### config.mk
export PLATFORM = sky130hd
export DESIGN_NAME = mem_stage_sram
export DESIGN_NICKNAME = d
export VERILOG_FILES = /design/src/rtl/mem_pkg.sv /design/src/rtl/sram_phase_timer.sv /design/src/rtl/mem_stage_sram.sv
export SDC_FILE = /design/constraint.sdc
export NUM_CORES = 1
export LEC_CHECK = 0
export ABC_AREA = 1
export BUFFER_PORTS_ARGS = -buffer_cell sky130_fd_sc_hd__buf_4
export CAP_MARGIN = 20
export CORE_MARGIN = 1
export CORE_UTILIZATION = 43
export CTS_BUF_LIST = sky130_fd_sc_hd__clkbuf_8
export CTS_CLUSTER_DIAMETER = 80
export DETAILED_ROUTE_END_ITERATION = 8
export HOLD_SLACK_MARGIN = 0.1
export PLACE_DENSITY_LB_ADDON = 0.25
export SYNTH_ARGS = -nofsm -noshare
export SYNTH_HDL_FRONTEND = slang
export SYNTH_SLANG_ARGS = --single-unit
### constraint.sdc
create_clock -name clk -period 2.92 [get_ports clk]
set_input_delay 0.146 -clock clk [delete_from_list [all_inputs] [get_ports clk]]
set_output_delay 0.146 -clock clk [all_outputs]
set_load 0.005 [all_outputs]
### src/rtl/mem_pkg.sv
// Shared types and constants for the MEM stage SRAM interface.
//   mem_state_e : access FSM states (idle, low halfword, high halfword, done)
//   SRAM_DW     : external SRAM data width
//   WORD_W      : pipeline word width
//   CNT_W       : width of the per-phase wait counter (covers 1..15 wait cycles)
package mem_pkg;

  typedef enum logic [1:0] {
    StIdle,
    StLo,
    StHi,
    StDone
  } mem_state_e;

  localparam int unsigned SRAM_DW = 16;
  localparam int unsigned WORD_W  = 32;
  localparam int unsigned CNT_W   = 4;

endpackage

### src/rtl/sram_phase_timer.sv
// Wait-state timer for one SRAM halfword phase.
// Ports:
//   clk, rst      : clock, asynchronous active-high reset
//   clear_i       : force the count back to zero
//   en_i          : a phase is in progress; count this cycle
//   phase_done_o  : high in the last cycle of a phase (count == WAIT_CYCLES-1)
// The count wraps to zero on phase_done_o so the next phase starts fresh.
module sram_phase_timer
  import mem_pkg::*;
#(
  parameter int unsigned WAIT_CYCLES = 1
) (
  input  logic clk,
  input  logic rst,
  input  logic clear_i,
  input  logic en_i,
  output logic phase_done_o
);

  if (WAIT_CYCLES < 1 || WAIT_CYCLES > 15) begin : gen_bad_wait
    $error("WAIT_CYCLES must be in 1..15");
  end

  localparam logic [CNT_W-1:0] LastCnt = CNT_W'(WAIT_CYCLES - 1);

  logic [CNT_W-1:0] cnt_q, cnt_d;

  assign phase_done_o = en_i && (cnt_q == LastCnt);

  always_comb begin
    cnt_d = cnt_q;
    if (clear_i || phase_done_o) begin
      cnt_d = '0;
    end else if (en_i) begin
      cnt_d = cnt_q + 1'b1;
    end
  end

  always_ff @(posedge clk or posedge rst) begin
    if (rst) begin
      cnt_q <= '0;
    end else begin
      cnt_q <= cnt_d;
    end
  end

endmodule

### src/rtl/mem_stage_sram.sv
// MEM pipeline stage: 32-bit loads/stores over a 16-bit asynchronous SRAM,
// done as a low halfword phase then a high halfword phase, each WAIT_CYCLES long.
// freeze stalls the pipeline while an access is in flight; ready pulses for one
// cycle when it completes and MEM_result then holds the full load word.
// Optional build macro MEM_ADDR_RANGE_CHECK_EN: out-of-window or misaligned
// addresses finish immediately with mem_err; otherwise addresses wrap.
// Ports:
//   clk, rst               : clock, asynchronous active-high reset
//   MEM_R_EN, MEM_W_EN     : load / store request (both set -> load)
//   ALU_result             : byte address
//   ST_val                 : store data
//   MEM_result             : last completed load data
//   ready, freeze, mem_err : completion pulse, pipeline stall, range-error pulse
//   SRAM_ADDR, SRAM_DQ_O, SRAM_DQ_I, SRAM_DQ_OE, SRAM_WE_N : SRAM interface
module mem_stage_sram
  import mem_pkg::*;
#(
  parameter logic [WORD_W-1:0] BASE_ADDR   = 32'd1024,
  parameter int unsigned       SRAM_AW     = 18,
  parameter int unsigned       WAIT_CYCLES = 1
) (
  input  logic               clk,
  input  logic               rst,
  input  logic               MEM_R_EN,
  input  logic               MEM_W_EN,
  input  logic [WORD_W-1:0]  ALU_result,
  input  logic [WORD_W-1:0]  ST_val,
  output logic [WORD_W-1:0]  MEM_result,
  output logic               ready,
  output logic               freeze,
  output logic               mem_err,
  output logic [SRAM_AW-1:0] SRAM_ADDR,
  output logic [SRAM_DW-1:0] SRAM_DQ_O,
  input  logic [SRAM_DW-1:0] SRAM_DQ_I,
  output logic               SRAM_DQ_OE,
  output logic               SRAM_WE_N
);

  localparam int unsigned IdxW = SRAM_AW - 1;

  mem_state_e state_q, state_d;

  logic               req;
  logic               is_store_in;
  logic               addr_err;
  logic [IdxW-1:0]    idx_in;
  logic               phase_done;
  logic               store_q;
  logic               err_q;
  logic [SRAM_DW-1:0] st_hi_q;
  logic [SRAM_AW-1:0] sram_addr_q;
  logic [SRAM_DW-1:0] dq_o_q;
  logic [WORD_W-1:0]  mem_result_q;

  assign req         = MEM_R_EN | MEM_W_EN;
  assign is_store_in = MEM_W_EN & ~MEM_R_EN;
  // Word index within the SRAM; the subtraction wraps for addresses below BASE_ADDR.
  assign idx_in      = IdxW'((ALU_result - BASE_ADDR) >> 2);

`ifdef MEM_ADDR_RANGE_CHECK_EN
  localparam logic [WORD_W:0] AddrLimit =
    {1'b0, BASE_ADDR} + ((WORD_W + 1)'(1) << (SRAM_AW + 1));

  assign addr_err = (ALU_result < BASE_ADDR) || ({1'b0, ALU_result} >= AddrLimit) ||
                    (ALU_result[1:0] != 2'b00);
`else
  assign addr_err = 1'b0;
`endif

  sram_phase_timer #(
    .WAIT_CYCLES (WAIT_CYCLES)
  ) u_timer (
    .clk          (clk),
    .rst          (rst),
    .clear_i      (state_q == StIdle),
    .en_i         ((state_q == StLo) || (state_q == StHi)),
    .phase_done_o (phase_done)
  );

  // State register
  always_ff @(posedge clk or posedge rst) begin
    if (rst) begin
      state_q <= StIdle;
    end else begin
      state_q <= state_d;
    end
  end

  // Next-state logic
  always_comb begin
    state_d = state_q;
    case (state_q)
      StIdle:  if (req) state_d = addr_err ? StDone : StLo;
      StLo:    if (phase_done) state_d = StHi;
      StHi:    if (phase_done) state_d = StDone;
      StDone:  state_d = StIdle;
      default: state_d = StIdle;
    endcase
  end

  // Outputs decoded from state; WE_N is only ever low inside a phase
  always_comb begin
    freeze     = 1'b0;
    ready      = 1'b0;
    mem_err    = 1'b0;
    SRAM_WE_N  = 1'b1;
    SRAM_DQ_OE = 1'b0;
    case (state_q)
      StIdle: freeze = req & ~rst;
      StLo, StHi: begin
        freeze     = 1'b1;
        SRAM_WE_N  = ~store_q;
        SRAM_DQ_OE = store_q;
      end
      StDone: begin
        ready   = 1'b1;
        mem_err = err_q;
      end
      default: ;
    endcase
  end

  // Access datapath: latched request, SRAM address/data and load result
  always_ff @(posedge clk or posedge rst) begin
    if (rst) begin
      store_q      <= 1'b0;
      err_q        <= 1'b0;
      st_hi_q      <= '0;
      sram_addr_q  <= '0;
      dq_o_q       <= '0;
      mem_result_q <= '0;
    end else begin
      case (state_q)
        StIdle: begin
          if (req) begin
            store_q <= is_store_in;
            err_q   <= addr_err;
            if (!addr_err) begin
              sram_addr_q <= {idx_in, 1'b0};
              if (is_store_in) begin
                dq_o_q  <= ST_val[SRAM_DW-1:0];
                st_hi_q <= ST_val[WORD_W-1:SRAM_DW];
              end
            end else if (!is_store_in) begin
              mem_result_q <= '0;
            end
          end
        end
        StLo: begin
          if (phase_done) begin
            if (!store_q) mem_result_q[SRAM_DW-1:0] <= SRAM_DQ_I;
            else          dq_o_q <= st_hi_q;
            sram_addr_q[0] <= 1'b1;
          end
        end
        StHi: begin
          if (phase_done && !store_q) mem_result_q[WORD_W-1:SRAM_DW] <= SRAM_DQ_I;
        end
        default: ;
      endcase
    end
  end

  assign SRAM_ADDR  = sram_addr_q;
  assign SRAM_DQ_O  = dq_o_q;
  assign MEM_result = mem_result_q;

endmodule

### After elaboration in Yosys (flattened, before gate mapping)

Cells that the tools add are included.
Widths: inputs -> output; s select.

* eq/ne operators: 8
* add/subtract/negate cells: 2
* reduce and logical (&&, ||, !) cells: 17
* bitwise logic cells: 6
* muxes and demuxes: 18

Operators with widths (number)
* $mux 16: 4
* $pmux 16 s2: 1
* $sub 19x11->19 const B: 1
* $reduce_and 3->1: 4
* $ne 2x2->1 const B: 5
* $mux 4: 2
* $pmux 2 s4: 1
* $mux 2: 3
* $mux 1: 5
* $reduce_and 5->1: 1
* $add 4x1->4 const B: 1
* $eq 2x2->1 const B: 2
* $logic_not 4->1: 1
* $pmux 1 s2: 2
* $reduce_and 2->1: 2
* $reduce_bool 2->1: 2
* $not 1->1: 3
* $and 1x1->1: 2
* $eq 2x1->1 const B: 1
* $logic_and 1x1->1: 2
* $logic_not 2->1: 1
* $logic_or 1x1->1: 2
* $reduce_or 2->1: 1
* $logic_not 1->1: 1
* $or 1x1->1: 1

* bits of input ports: 84
* flip-flop bits (word level): 89
* logic and storage cells: 60

### Depth between registers and ports, before layout

* depth after elaboration: 5
* gate-level depth with buffers: 11

### Cells and area by module

A second synthesis with hierarchy kept.

* cell total of the unflattened synthesis: 405
* area total of the unflattened synthesis: 3911.3 µm²

By module, submodules not included
* mem_stage_sram: cells an instance 375, times used 1, area an instance 3679.8 µm²
* sram_phase_timer: cells an instance 30, times used 1, area an instance 231.5 µm²

### Worst setup path after synthesis

Ideal clock, no wire load.

* path type: input to output
* start point: in rst
* end point: out freeze
* required time: 2.774 ns
* path slack: 0.435 ns
* arrival time: 2.339 ns
* stages on the path: 3
* buffers on the path: 0
* path through: inv_1 -> nand2_1 -> a21oi_1

* word-level cells in the longest chain between the ends: 3

RTL lines
* start, declared: RTL line mem_stage_sram.sv:23 `input logic rst,`
* $not 1->1: RTL line mem_stage_sram.sv:109 `StIdle: freeze = req & ~rst;`
* $and 1x1->1: RTL line mem_stage_sram.sv:109
* $pmux 1 s2: RTL line mem_stage_sram.sv:108 `case (state_q)`
* end, declared: RTL line mem_stage_sram.sv:30 `output logic freeze,`

No other way between the ends.

### Final worst setup path

* start point: reg state_q[0]
* end point: out freeze

* word-level cells in the longest chain between the ends: 3
* elaborated cells between the ends (all ways): 5
* classes of those cells: eq/ne: 2; mux: 1; reduce/logical: 2

RTL lines
* start, declared: RTL line mem_stage_sram.sv:41 `mem_state_e state_q, state_d;`
* start signal, assigned: RTL line mem_stage_sram.sv:83 `state_q <= StIdle;`
* start signal, assigned: RTL line mem_stage_sram.sv:85 `state_q <= state_d;`
* $eq 2x1->1 / $eq 2x2->1 (equally long branches): RTL line mem_stage_sram.sv:108
* $reduce_or 2->1: RTL line mem_stage_sram.sv:108
* $pmux 1 s2 *: RTL line mem_stage_sram.sv:108

Every way passes the cells marked *; elsewhere a longest branch is shown, timed or not.

==> flow_metrics.env <==
export IMPL_setup_viol=0
export IMPL_initial_core_util_pct=44.1
export IMPL_p_total_uw=5730
export IMPL_synth_nets=548
export IMPL_fin_worst_skew_ns=0.0125
export IMPL_vdd_drop_max_mv=0.501
export IMPL_holdWs_ns=0.112
export IMPL_cts_root_buf="clkbuf_8"
export IMPL_place_inst=691
export IMPL_final_cell_area_mm2=0.00578
export IMPL_clk_latency_ns=0.35
export IMPL_p_per_area_mw_per_mm2=990
export IMPL_grt_usage_pct=20.5
export IMPL_crit_type="reg -> out"
export IMPL_netlist_area_leader_share_pct=54.9
export IMPL_syn_to_final_growth_pct=42.6
export IMPL_synth_edf_count=0
export IMPL_grt_pass1_vias=3349
export IMPL_overflow=0
export IMPL_postCtsSetupBuffers=0
export IMPL_fin_crit_sh_pct=78.5
export IMPL_async_flop_share_pct=100
export IMPL_cts_max_level=3
export IMPL_cp_data_required_time_ns=2.77
export IMPL_placed_cell_area_mm2=0.00515
export IMPL_drc=0
export IMPL_worst_pin_slew_ns=0.739
export IMPL_via_per_inst=4.73
export IMPL_grt_pass1_wl_um=16000
export IMPL_cts_clk_slew_worst_paths_ns=0.09
export IMPL_yosysWarnings=0
export IMPL_synth_distinct_cells=27
export IMPL_synth_seq_cells=89
export IMPL_clock_fmax_ghz=0.436
export IMPL_rsz0062_at_grt="no"
export IMPL_synthMostInstantiatedCell="nand2_1"
export IMPL_synthTopCellsByArea="dfrtp_1 55%, nand2_1 17%, o21ai_0 4.6%, inv_1 3.3%, mux2_4 3.3%"
export IMPL_synth_area_mm2=0.00406
export IMPL_yosys_area_top_type="dfrtp_1"
export IMPL_die_w_um=99.1
export IMPL_drt_pass1_iter_count=4
export IMPL_hold_path_class="in -> reg"
export IMPL_clock_sinks=89
export IMPL_cts_path_max_buffers=2
export IMPL_final_nets=726
export IMPL_fin_cells=751
export IMPL_die_h_um=99.1
export IMPL_io_pins=155
export IMPL_synth_cells=457
export IMPL_antenna_found_initial=0
export IMPL_postSynthAreaPerCell_um2=8.88
export IMPL_layout_drive_gt1_share_pct=29.5
export IMPL_rows=35
export IMPL_ant_nets=0
export IMPL_drtIter0Drc=145
export IMPL_antenna_cells=0
export IMPL_drv_slew=0
export IMPL_arrival_ns=2.15
export IMPL_portBuffers=138
export IMPL_netlist_top_cells_count="182 x nand2_1, 89 x dfrtp_1, 37 x o21ai_0"
export IMPL_grt_max_degree=47
export IMPL_p_leak_uw=0.00314
export IMPL_die_area_mm2=0.00983
export IMPL_end_kind="output port"
export IMPL_vias=3553
export IMPL_startpoint_type="flop"
export IMPL_core_area_mm2=0.00920
export IMPL_routed_wl_um=9780
export IMPL_period_minus_slack_ns=2.29
export IMPL_tritoncts="yes"
export IMPL_critPathMaxFanout=22
export IMPL_slew_headroom_pct=50.7
export IMPL_drv_cap=0
export IMPL_final_hold_viol_count=0
export IMPL_synthFlopType="dfrtp_1"
export IMPL_synth_yosys_seq_area_share_pct=54.9
export IMPL_fin_setup_tns_ns=0
export IMPL_status="complete, no violations"
export IMPL_cts_made_buffers=9
export IMPL_routabilityCongestion=0.811
export IMPL_dp_hpwl_um=6480
export IMPL_wire_per_inst_um=13.0
## placed cells by master, fill, tap and decap left out, types with 4 or more instances in the layout
cell type | Yosys | layout
nand2_1 | 182 | 182
mux2_4 | 9 | 9
o21ai_0 | 37 | 37
inv_1 | 36 | 36
dfrtp_1 | 89 | 89
ha_1 | 7 | 7
inv_2 | 4 | 4
clkbuf_8 | 0 | 9
dlygate4sd3_1 | 0 | 44
mux2_2 | 7 | 7
nor2_1 | 19 | 19
nand4_1 | 17 | 17
buf_4 | 4 | 142
nand3_1 | 11 | 11
## path summary, 6_finish.rpt
path                                                from                           end  slack (ns)  cells after the start
worst max-delay path              state_q[0]$_DFFE_PP0P_                        freeze        0.63                      7
worst min-delay path                      ALU_result[16]     SRAM_ADDR[15]$_DFFE_PP0P_        0.11                      5
worst max register to register    state_q[0]$_DFFE_PP0P_    MEM_result[24]$_DFFE_PP0P_        0.75                      8
worst min register to register  SRAM_ADDR[0]$_DFFE_PP0P_      SRAM_ADDR[0]$_DFFE_PP0P_        0.48                      2
max in group asynchronous                            rst  u_timer.cnt_q[2]$_DFFE_PP0P_        1.38                      4
min in group asynchronous                            rst     MEM_result[7]$_DFFE_PP0P_        0.49                      3
## cell families (layout without fill, tap and decap cells)
logic type | count (synthesis) | after routing | synth area share [%]
other cells | 1 | 1 | 0.0924
xor+xnor | 1 | 1 | 0.216
simple gates | 239 | 239 | 24.9
compound gates | 45 | 45 | 5.92
mux | 16 | 16 | 5.27
flops | 89 | 89 | 54.9
buf+inv | 59 | 242 | 6.54
fa+ha+maj | 7 | 7 | 2.16
## metal layers
| layer | global-route usage, % | vias to the layer above | wire length (µm) |
|---|---|---|---|
| met4 | 6.45 | 0 | 124 |
| li1 | - | 1803 | - |
| met1 | 28.1 | 1621 | 4380 |
| met3 | 4.64 | 10 | 674 |
| met2 | 32.6 | 119 | 4600 |
| met5 | 0 | - | 0 |
## state kept, by name, indices dropped and copies added, names as in the netlist
signal,count
u_timer.cnt_q,4
state_q,2
store_q,1
st_hi_q,16
SRAM_DQ_O,16
MEM_result,32
SRAM_ADDR,18
## critical path, stage by stage (launching register included)
cell and delay, ns:
dfrtp_1 0.42, inv_1 0.10, ha_1 0.35, inv_2 0.11
nor2_4 0.45, nand2_1 0.09, a21oi_1 0.15, buf_4 0.12
## through the flow
stage | util, % | worst slack (ns)
final | 62.9 | 0.627
after global routing | 62.9 | 0.398
after CTS | 62.9 | 0.586
after detailed placement | 56.0 | 0.755
after global placement | 56.0 | 0.863
after floorplan | - | 0.435
## report_power, final
group          switching (µW)  leakage (µW)  internal, µW
Clock                     440     0.0000970           396
Sequential                343       0.00109          1840
Combinational            1420       0.00195          1290
## layout make-up
| class | instances | area (µm²) |
|---|---|---|
| Tap cell | 111 | 139 |
| Sequential cell | 89 | 2230 |
| Fill cell | 783 | 3410 |
| Inverter | 40 | 151 |
| Timing Repair Buffer | 186 | 1510 |
| Clock buffer | 9 | 124 |
| Clock inverter | 7 | 71.3 |
| Multi-Input combinational cell | 309 | 1560 |
## what timing repair did
item	4_1_cts	5_1_grt
gates resized for setup	0	0
hold buffers	44	0
endpoints found under the hold margin	102	0
Power figures use the tool's default switching activity.
